--- config.mk ---
export PLATFORM = sky130hd
export DESIGN_NAME = oam_dma
export DESIGN_NICKNAME = d
export VERILOG_FILES = /design/src/rtl/oam_dma.sv
export SDC_FILE = /design/constraint.sdc
export NUM_CORES = 1
export LEC_CHECK = 0
export BUFFER_PORTS_ARGS = -buffer_cell sky130_fd_sc_hd__buf_2
export CORE_MARGIN = 3
export CORE_UTILIZATION = 33
export CTS_CLUSTER_SIZE = 28
export DETAILED_ROUTE_END_ITERATION = 6
export PLACE_DENSITY = 0.67
export SLEW_MARGIN = 15
export SYNTH_ARGS = -nofsm -noshare
export SYNTH_HDL_FRONTEND = slang
export SYNTH_SLANG_ARGS = --single-unit
export TNS_END_PERCENT = 1
--- constraint.sdc ---
create_clock -name CLK -period 1.5 [get_ports CLK]
set_input_delay 0.075 -clock CLK [delete_from_list [all_inputs] [get_ports CLK]]
set_output_delay 0.075 -clock CLK [all_outputs]
set_load 0.02 [all_outputs]
--- src/rtl/oam_dma.sv ---
// NES sprite DMA: a CPU write to TRIGGER_ADDR copies one 256-byte page into PPU OAM.
// Define OAM_DMA_ALIGN_EN to start reads on even cycles (inserts one ALIGN cycle when needed).
module oam_dma #(
    parameter logic [15:0] TRIGGER_ADDR = 16'h4014,
    parameter int unsigned XFER_LEN     = 256
) (
    input  logic        CLK,
    input  logic        Reset,
    input  logic        cpu_w,
    input  logic [15:0] cpu_address,
    input  logic [7:0]  cpu_data,
    input  logic [7:0]  mem_out,
    output logic        dma_active,
    output logic [15:0] mem_address,
    output logic        mem_r,
    output logic        oam_w,
    output logic [7:0]  oam_address,
    output logic [7:0]  oam_data,
    output logic        done
);

    localparam logic [7:0] LAST_IDX = 8'(XFER_LEN - 1);

    typedef enum logic [2:0] {
        IDLE,
        HALT,
        ALIGN,
        READ,
        WRITE
    } state_t;

    state_t     state;
    state_t     state_nx;
    logic [7:0] page;
    logic [7:0] index;
    logic [7:0] data_reg;
    logic       done_q;
    logic       trigger;
    logic       last;

    assign trigger = cpu_w && (cpu_address == TRIGGER_ADDR);
    assign last    = (index == LAST_IDX);

`ifdef OAM_DMA_ALIGN_EN
    // Free-running cycle parity; zero on the first cycle after reset.
    logic parity;

    always_ff @(posedge CLK) begin
        if (Reset) parity <= 1'b0;
        else       parity <= ~parity;
    end
`endif

    always_comb begin
        state_nx = state;
        case (state)
            IDLE:    if (trigger) state_nx = HALT;
`ifdef OAM_DMA_ALIGN_EN
            HALT:    state_nx = parity ? READ : ALIGN;
`else
            HALT:    state_nx = READ;
`endif
            ALIGN:   state_nx = READ;
            READ:    state_nx = WRITE;
            WRITE:   state_nx = last ? IDLE : READ;
            default: state_nx = IDLE;
        endcase
    end

    always_ff @(posedge CLK) begin
        if (Reset) begin
            state    <= IDLE;
            page     <= '0;
            index    <= '0;
            data_reg <= '0;
            done_q   <= 1'b0;
        end else begin
            state  <= state_nx;
            done_q <= (state == WRITE) && last;
            case (state)
                IDLE: begin
                    if (trigger) begin
                        page  <= cpu_data;
                        index <= '0;
                    end
                end
                READ:    data_reg <= mem_out;
                WRITE:   if (!last) index <= index + 8'd1;
                default: ;
            endcase
        end
    end

    // Bus outputs are held at zero outside their own state.
    always_comb begin
        dma_active  = (state != IDLE);
        mem_r       = (state == READ);
        oam_w       = (state == WRITE);
        mem_address = mem_r ? {page, index} : 16'h0000;
        oam_address = oam_w ? index : 8'h00;
        oam_data    = oam_w ? data_reg : 8'h00;
        done        = done_q;
    end

endmodule

==> flow_metrics.env, run 1 <==
export IMPL_outcome="finished with violations"
export IMPL_failed_checks="setup timing"
export IMPL_synth_most_common_cell="and2_1"
export IMPL_arrival_ns=1.75
export IMPL_overflow=0
export IMPL_start_kind="flop"
export IMPL_dpl_hpwl_mm=3.16
export IMPL_hold_violations=0
export IMPL_power_switching_mw=0.467
export IMPL_worst_slew_pin_transition_ns=0.461
export IMPL_synth_area_leader_cell="dfxtp_1"
export IMPL_seqPwrFrac_pct=42.0
export IMPL_ant_nets=0
export IMPL_syn2layout_area_growth_pct=67.0
export IMPL_dieArea_um2=5630
export IMPL_grt_max_degree=22
export IMPL_layout_drive_gt1_share_pct=52.5
export IMPL_antenna_found_initial=0
export IMPL_pwr_share_comb_pct=26.0
export IMPL_whs_ns=0.0313
export IMPL_timing_fmax_ghz=0.631
export IMPL_cpMaxStageDelayCell="or3_4"
export IMPL_worstHoldPathType="input pin to flop"
export IMPL_first_pass_iters=5
export IMPL_cp_max_fo=4
export IMPL_ys_ff_latch=28
export IMPL_cts_max_level=1
export IMPL_drt_total_wl_mm=4.41
export IMPL_portBuffers=70
export IMPL_ys_flop_type="dfxtp_1"
export IMPL_cts_sinks=28
export IMPL_yosys_warnings=0
export IMPL_hold_buffers=0
export IMPL_drc=0
export IMPL_syn_inst=198
export IMPL_wl_per_cell_um=12.5
export IMPL_finalPower_mw=1.86
export IMPL_crit_family="simple AND/OR/NAND/NOR gates"
export IMPL_power_density_nw_per_um2=709
export IMPL_leakage_nw=1.16
export IMPL_diodes=0
export IMPL_syn_area_per_cell_um2=7.95
export IMPL_synth_net_count=234
export IMPL_cts_tree="built"
export IMPL_cts_clk_slew_worst_paths_ns=0.10
export IMPL_via_per_inst=4.99
export IMPL_cts_root_buf="clkbuf_8"
export IMPL_track_usage_pct=15.8
export IMPL_start_util_pct=35.2
export IMPL_critPathRequiredTime_ns=1.67
export IMPL_max_stage_delay_ns=0.40
export IMPL_row_count=24
export IMPL_drv_slew=0
export IMPL_grt_pass1_wl_mm=6.96
export IMPL_vias=1761
export IMPL_swShare_pct=25.1
export IMPL_synthArstFlopShare_pct=0
export IMPL_first_iter_violations=73
export IMPL_crit_chain="buf_6 > nor3_4 > inv_2 > or3_4 > o2111ai_2 > o21ai_1"
export IMPL_finalCritPeriodShare_pct=106
export IMPL_design_core_area_um2=4470
export IMPL_yosysTopAreaCellShare_pct=35.6
export IMPL_maxSlewHeadroom_pct=69.1
export IMPL_place_gp_congestion=0.808
export IMPL_ff_latch_area_um2=572
export IMPL_layout_setup_ws_ns=-0.0852
export IMPL_finalSetupViolations=4
export IMPL_critPathBufInv=2
export IMPL_fin_area_um2=2630
export IMPL_final_nets=338
export IMPL_numCtsBuffers=3
export IMPL_crit_type="flop to flop"
export IMPL_clockPowerShare_pct=32.0
export IMPL_period_needed_ns=1.59
export IMPL_cts_max_path_buffers=2
export IMPL_rsz0062_at_grt="true"
export IMPL_worstSetupEndpointType="flop"
export IMPL_netlist_area_um2=1570
export IMPL_die_w_um=75.1
export IMPL_clock_latency_ns=0.27
export IMPL_die_h_um=75.1
export IMPL_ioPinCount=71
export IMPL_ys_seq_area_share_pct=35.6
export IMPL_nFillCells=392
export IMPL_postPlaceCellArea_um2=2120
export IMPL_grt_pass1_vias=1584
export IMPL_post_synth_most_frequent_cells="and2_1 (35), dfxtp_1 (28), nand2_1 (27), o21ai_0 (18), a21oi_1 (17)"
export IMPL_synth_edff_count=0
export IMPL_totalNegativeSetupSlack_ns=-0.174
export IMPL_drv_cap=0
export IMPL_synth_cell_types=43
export IMPL_dpl_worst_slack_ns=-0.0254
export IMPL_skew_ns=0.00235
export IMPL_peakVddDrop_mv=0.424
export IMPL_p_int_mw=1.40
export IMPL_multi_input_area_um2=1040
export IMPL_yosys_top_cells_area="dfxtp_1 (36%), and2_1 (14%), nand2_1 (6.4%)"
-- per-stage QoR --
| stage | utilization [%] | instances |
|---|---|---|
| after CTS | 53.8 | 349 |
| after global routing | 58.8 | 353 |
| after floorplan | - | 198 |
| after detailed placement | 47.4 | 334 |
| after global placement | 47.4 | 334 |
| final | 58.8 | 353 |
-- power by group through the flow --
| stage | clock network, mW | logic, mW | registers [mW] |
|---|---|---|---|
| 2_1_floorplan | 0 | 0.188 | 0.784 |
| 3_3_place_gp | 0 | 0.299 | 0.801 |
| 3_5_place_dp | 0 | 0.302 | 0.801 |
| 4_1_cts | 0.617 | 0.406 | 0.782 |
| 5_1_grt | 0.639 | 0.527 | 0.785 |
| 6_report | 0.596 | 0.485 | 0.783 |
-- per-layer routing --
layer | track usage (%) | up-vias | wire length, um
met5 | 0 | - | 0
met4 | 5.93 | 0 | 47
met3 | 2.80 | 2 | 287
met1 | 20.3 | 797 | 1940
li1 | - | 906 | -
met2 | 26.3 | 56 | 2130
-- worst reg2reg max path, cell delays in order, from the launching register on --
cell       delay, ns
dfxtp_4         0.37
buf_6           0.12
nor3_4          0.23
inv_2           0.06
or3_4           0.40
o2111ai_2       0.21
o21ai_1         0.09
-- area by class of cell --
class                   instances  area share [%]
multi-input cells             155            39.5
clock inverters                 1            1.14
flip-flops and latches         28            21.8
repair buffers                110            32.8
inverters                       4           0.762
well taps                      52            2.48
clock buffers                   3            1.57
-- worst paths after layout --
kind	to	cells after the start	slack, ns	from
min	data_reg[5]	3	0.03	mem_out[5]
max reg2reg	index[1]	6	-0.09	state[1]
min reg2reg	data_reg[2]	2	0.46	data_reg[2]
max	index[1]	6	-0.09	state[1]
-- timing repair --
action	CTS	global route
pin swaps	1	25
setup buffers	10	4
resized for setup	45	63
gates cloned	1	0
setup endpoints to repair	31	42
-- logic make-up after synthesis --
kind of cell	count (synthesis)	synth area share, %
simple gates	109	42.1
fa+ha+maj	1	0.795
compound gates	43	15.1
buf+inv	15	5.25
mux	1	0.636
flops	28	35.6
xor+xnor	1	0.557
-- cells in the final DEF, fill, tap and decap left out, types with 2 or more instances in the layout --
master      n
or3_1       3
dfxtp_4     3
nand2b_1    2
nor2_1      5
inv_1       2
nand3_1     2
and3_1      2
buf_2      41
clkbuf_8    3
o21ai_0    16
o2111ai_2   2
o21ai_1     2
and2_1     12
nor2b_1     2
nor3_1      2
nand4_1    14
and2_4     23
buf_4      35
o31ai_1     2
buf_6      32
dfxtp_1    25
nand2_1    26
a21oi_1    17
Note: power is estimated with default switching activity, not from simulation.
==> run 2, diff against run 1 <==
TNS_END_PERCENT = 100   (was 1)
==> run 2 against run 1 <==
The run still ends with setup timing left. Non-clock buffer count fell by 8. Wire length rose by 7.6%. Highest routed layer unchanged. Hold slack got worse by 0.0094 ns. Worst setup slack improved by 0.058 ns.
==> flow_metrics.env, run 2 (synthesis results as in run 1) <==
export IMPL_rr_worst_depth=6
export IMPL_antenna_found_initial=0
export IMPL_hold_buffers=0
export IMPL_final_common_cell="buf_2"
export IMPL_r2r_start="state[0]"
export IMPL_whs_path_depth=3
export IMPL_ioPinCount=71
export IMPL_cts_max_level=1
export IMPL_drv_cap=0
export IMPL_cts_max_path_buffers=2
export IMPL_first_pass_iters=6
export IMPL_start_kind="flop"
export IMPL_max_stage_delay_ns=0.38
export IMPL_vias=1809
export IMPL_critPathRequiredTime_ns=1.67
export IMPL_worstHoldEndpoint="data_reg[5]"
export IMPL_clock_latency_ns=0.28
export IMPL_nFillCells=418
export IMPL_maxSlewHeadroom_pct=73.3
export IMPL_grt_max_degree=22
export IMPL_arrival_ns=1.69
export IMPL_leakage_nw=1.15
export IMPL_layout_drive_gt1_share_pct=52.9
export IMPL_dpl_hpwl_mm=3.26
export IMPL_numCtsBuffers=3
export IMPL_worstHoldPathType="input pin to flop"
export IMPL_outcome="finished with violations"
export IMPL_drc=0
export IMPL_dieArea_um2=5630
export IMPL_period_needed_ns=1.53
export IMPL_syn2layout_area_growth_pct=66.9
export IMPL_fin_cells=345
export IMPL_cts_sinks=28
export IMPL_cts_root_buf="clkbuf_8"
export IMPL_start_util_pct=35.2
export IMPL_failed_checks="setup timing"
export IMPL_dp_cells=331
export IMPL_min_from="mem_out[5]"
export IMPL_worst_slew_pin_transition_ns=0.397
export IMPL_finalCritPeriodShare_pct=102
export IMPL_rrSetupSlack_ns=-0.03
export IMPL_crit_chain="buf_6 > nor3_4 > inv_2 > or3_4 > o221ai_2 > o31ai_1"
export IMPL_via_per_inst=5.24
export IMPL_hold_violations=0
export IMPL_cp_max_fo=3
export IMPL_layout_setup_ws_ns=-0.0273
export IMPL_mostFrequentLayoutCells="buf_2 (39), buf_6 (35), and2_4 (29)"
export IMPL_design_core_area_um2=4470
export IMPL_row_count=24
export IMPL_whs_ns=0.0219
export IMPL_worstSetupEndpointType="flop"
export IMPL_totalNegativeSetupSlack_ns=-0.0525
export IMPL_crit_family="simple AND/OR/NAND/NOR gates"
export IMPL_crit_type="flop to flop"
export IMPL_timing_fmax_ghz=0.655
export IMPL_finalPower_mw=1.75
export IMPL_cpMaxStageDelayCell="dfxtp_4"
export IMPL_die_w_um=75.1
export IMPL_cts_tree="built"
export IMPL_first_iter_violations=44
export IMPL_grt_pass1_vias=1578
export IMPL_critPathBufInv=2
export IMPL_ant_nets=0
export IMPL_postPlaceCellArea_um2=2110
export IMPL_drv_slew=0
export IMPL_rr_endpoint="index[6]"
export IMPL_wl_per_cell_um=13.7
export IMPL_portBuffers=70
export IMPL_overflow=0
export IMPL_finalSetupViolations=3
export IMPL_power_density_nw_per_um2=665
export IMPL_cts_clk_slew_worst_paths_ns=0.10
export IMPL_final_nets=330
export IMPL_drt_total_wl_mm=4.74
export IMPL_track_usage_pct=15.8
export IMPL_skew_ns=0.00250
export IMPL_rsz0062_at_grt="true"
export IMPL_grt_pass1_wl_mm=7.07
export IMPL_peakVddDrop_mv=0.379
export IMPL_fin_area_um2=2630
export IMPL_place_gp_congestion=0.779
export IMPL_diodes=0
export IMPL_die_h_um=75.1
==> run 2: per-layer routing <==
layer,share of wire (%),vias to the layer above,track usage [%]
met2,53,57,28.6
met3,6.2,2,3.47
met5,0,-,0
met4,0.38,0,2.96
li1,-,892,-
met1,40,858,19.3
==> run 2: repair_timing <==
| item | CTS | global route |
|---|---|---|
| setup endpoints to repair | 32 | 45 |
| pin swaps | 0 | 12 |
| gates resized for setup | 38 | 75 |
| gates cloned | 0 | 2 |
| setup buffers | 6 | 2 |
==> run 2: metrics by stage <==
stage	util [%]	worst slack, ns
2_1_floorplan	-	-0.0678
3_3_place_gp	47.2	0.0123
3_5_place_dp	47.2	-0.0150
4_1_cts	52.5	-0.0175
5_1_grt	58.7	-0.0765
6_report	58.7	-0.0273
==> run 2: final cells by class <==
cell class	count	area [um^2]	area share (%)
Clock buffer	3	41.3	1.57
Clock inverter	1	30.0	1.14
Inverter	4	17.5	0.667
Multi-Input combinational cell	155	1050	39.8
Timing Repair Buffer	102	855	32.5
Tap cell	52	65.1	2.48
Sequential cell	28	572	21.8
==> run 2: worst max path at each step <==
stage,depth (start not counted),slack [ns],endpoint,start
2_1_floorplan,6,-0.07,index[0],state[1]
3_3_place_gp,5,0.01,index[0],cpu_address[1]
3_5_place_dp,5,-0.01,index[6],cpu_address[1]
4_1_cts,6,-0.02,index[0],state[1]
5_1_grt,6,-0.08,index[1],state[0]
6_report,6,-0.03,index[6],state[0]
==> run 2: worst register-to-register path: stages (launching register included) <==
cell and delay (ns):
dfxtp_4 0.38, buf_6 0.12, nor3_4 0.22, inv_2 0.06, or3_4 0.36, o221ai_2 0.18
o31ai_1 0.10
==> run 2: power by group <==
group	switching (mW)	internal, mW
combinational	0.181	0.170
sequential	0.0223	0.765
clock	0.249	0.358
total	0.453	1.29
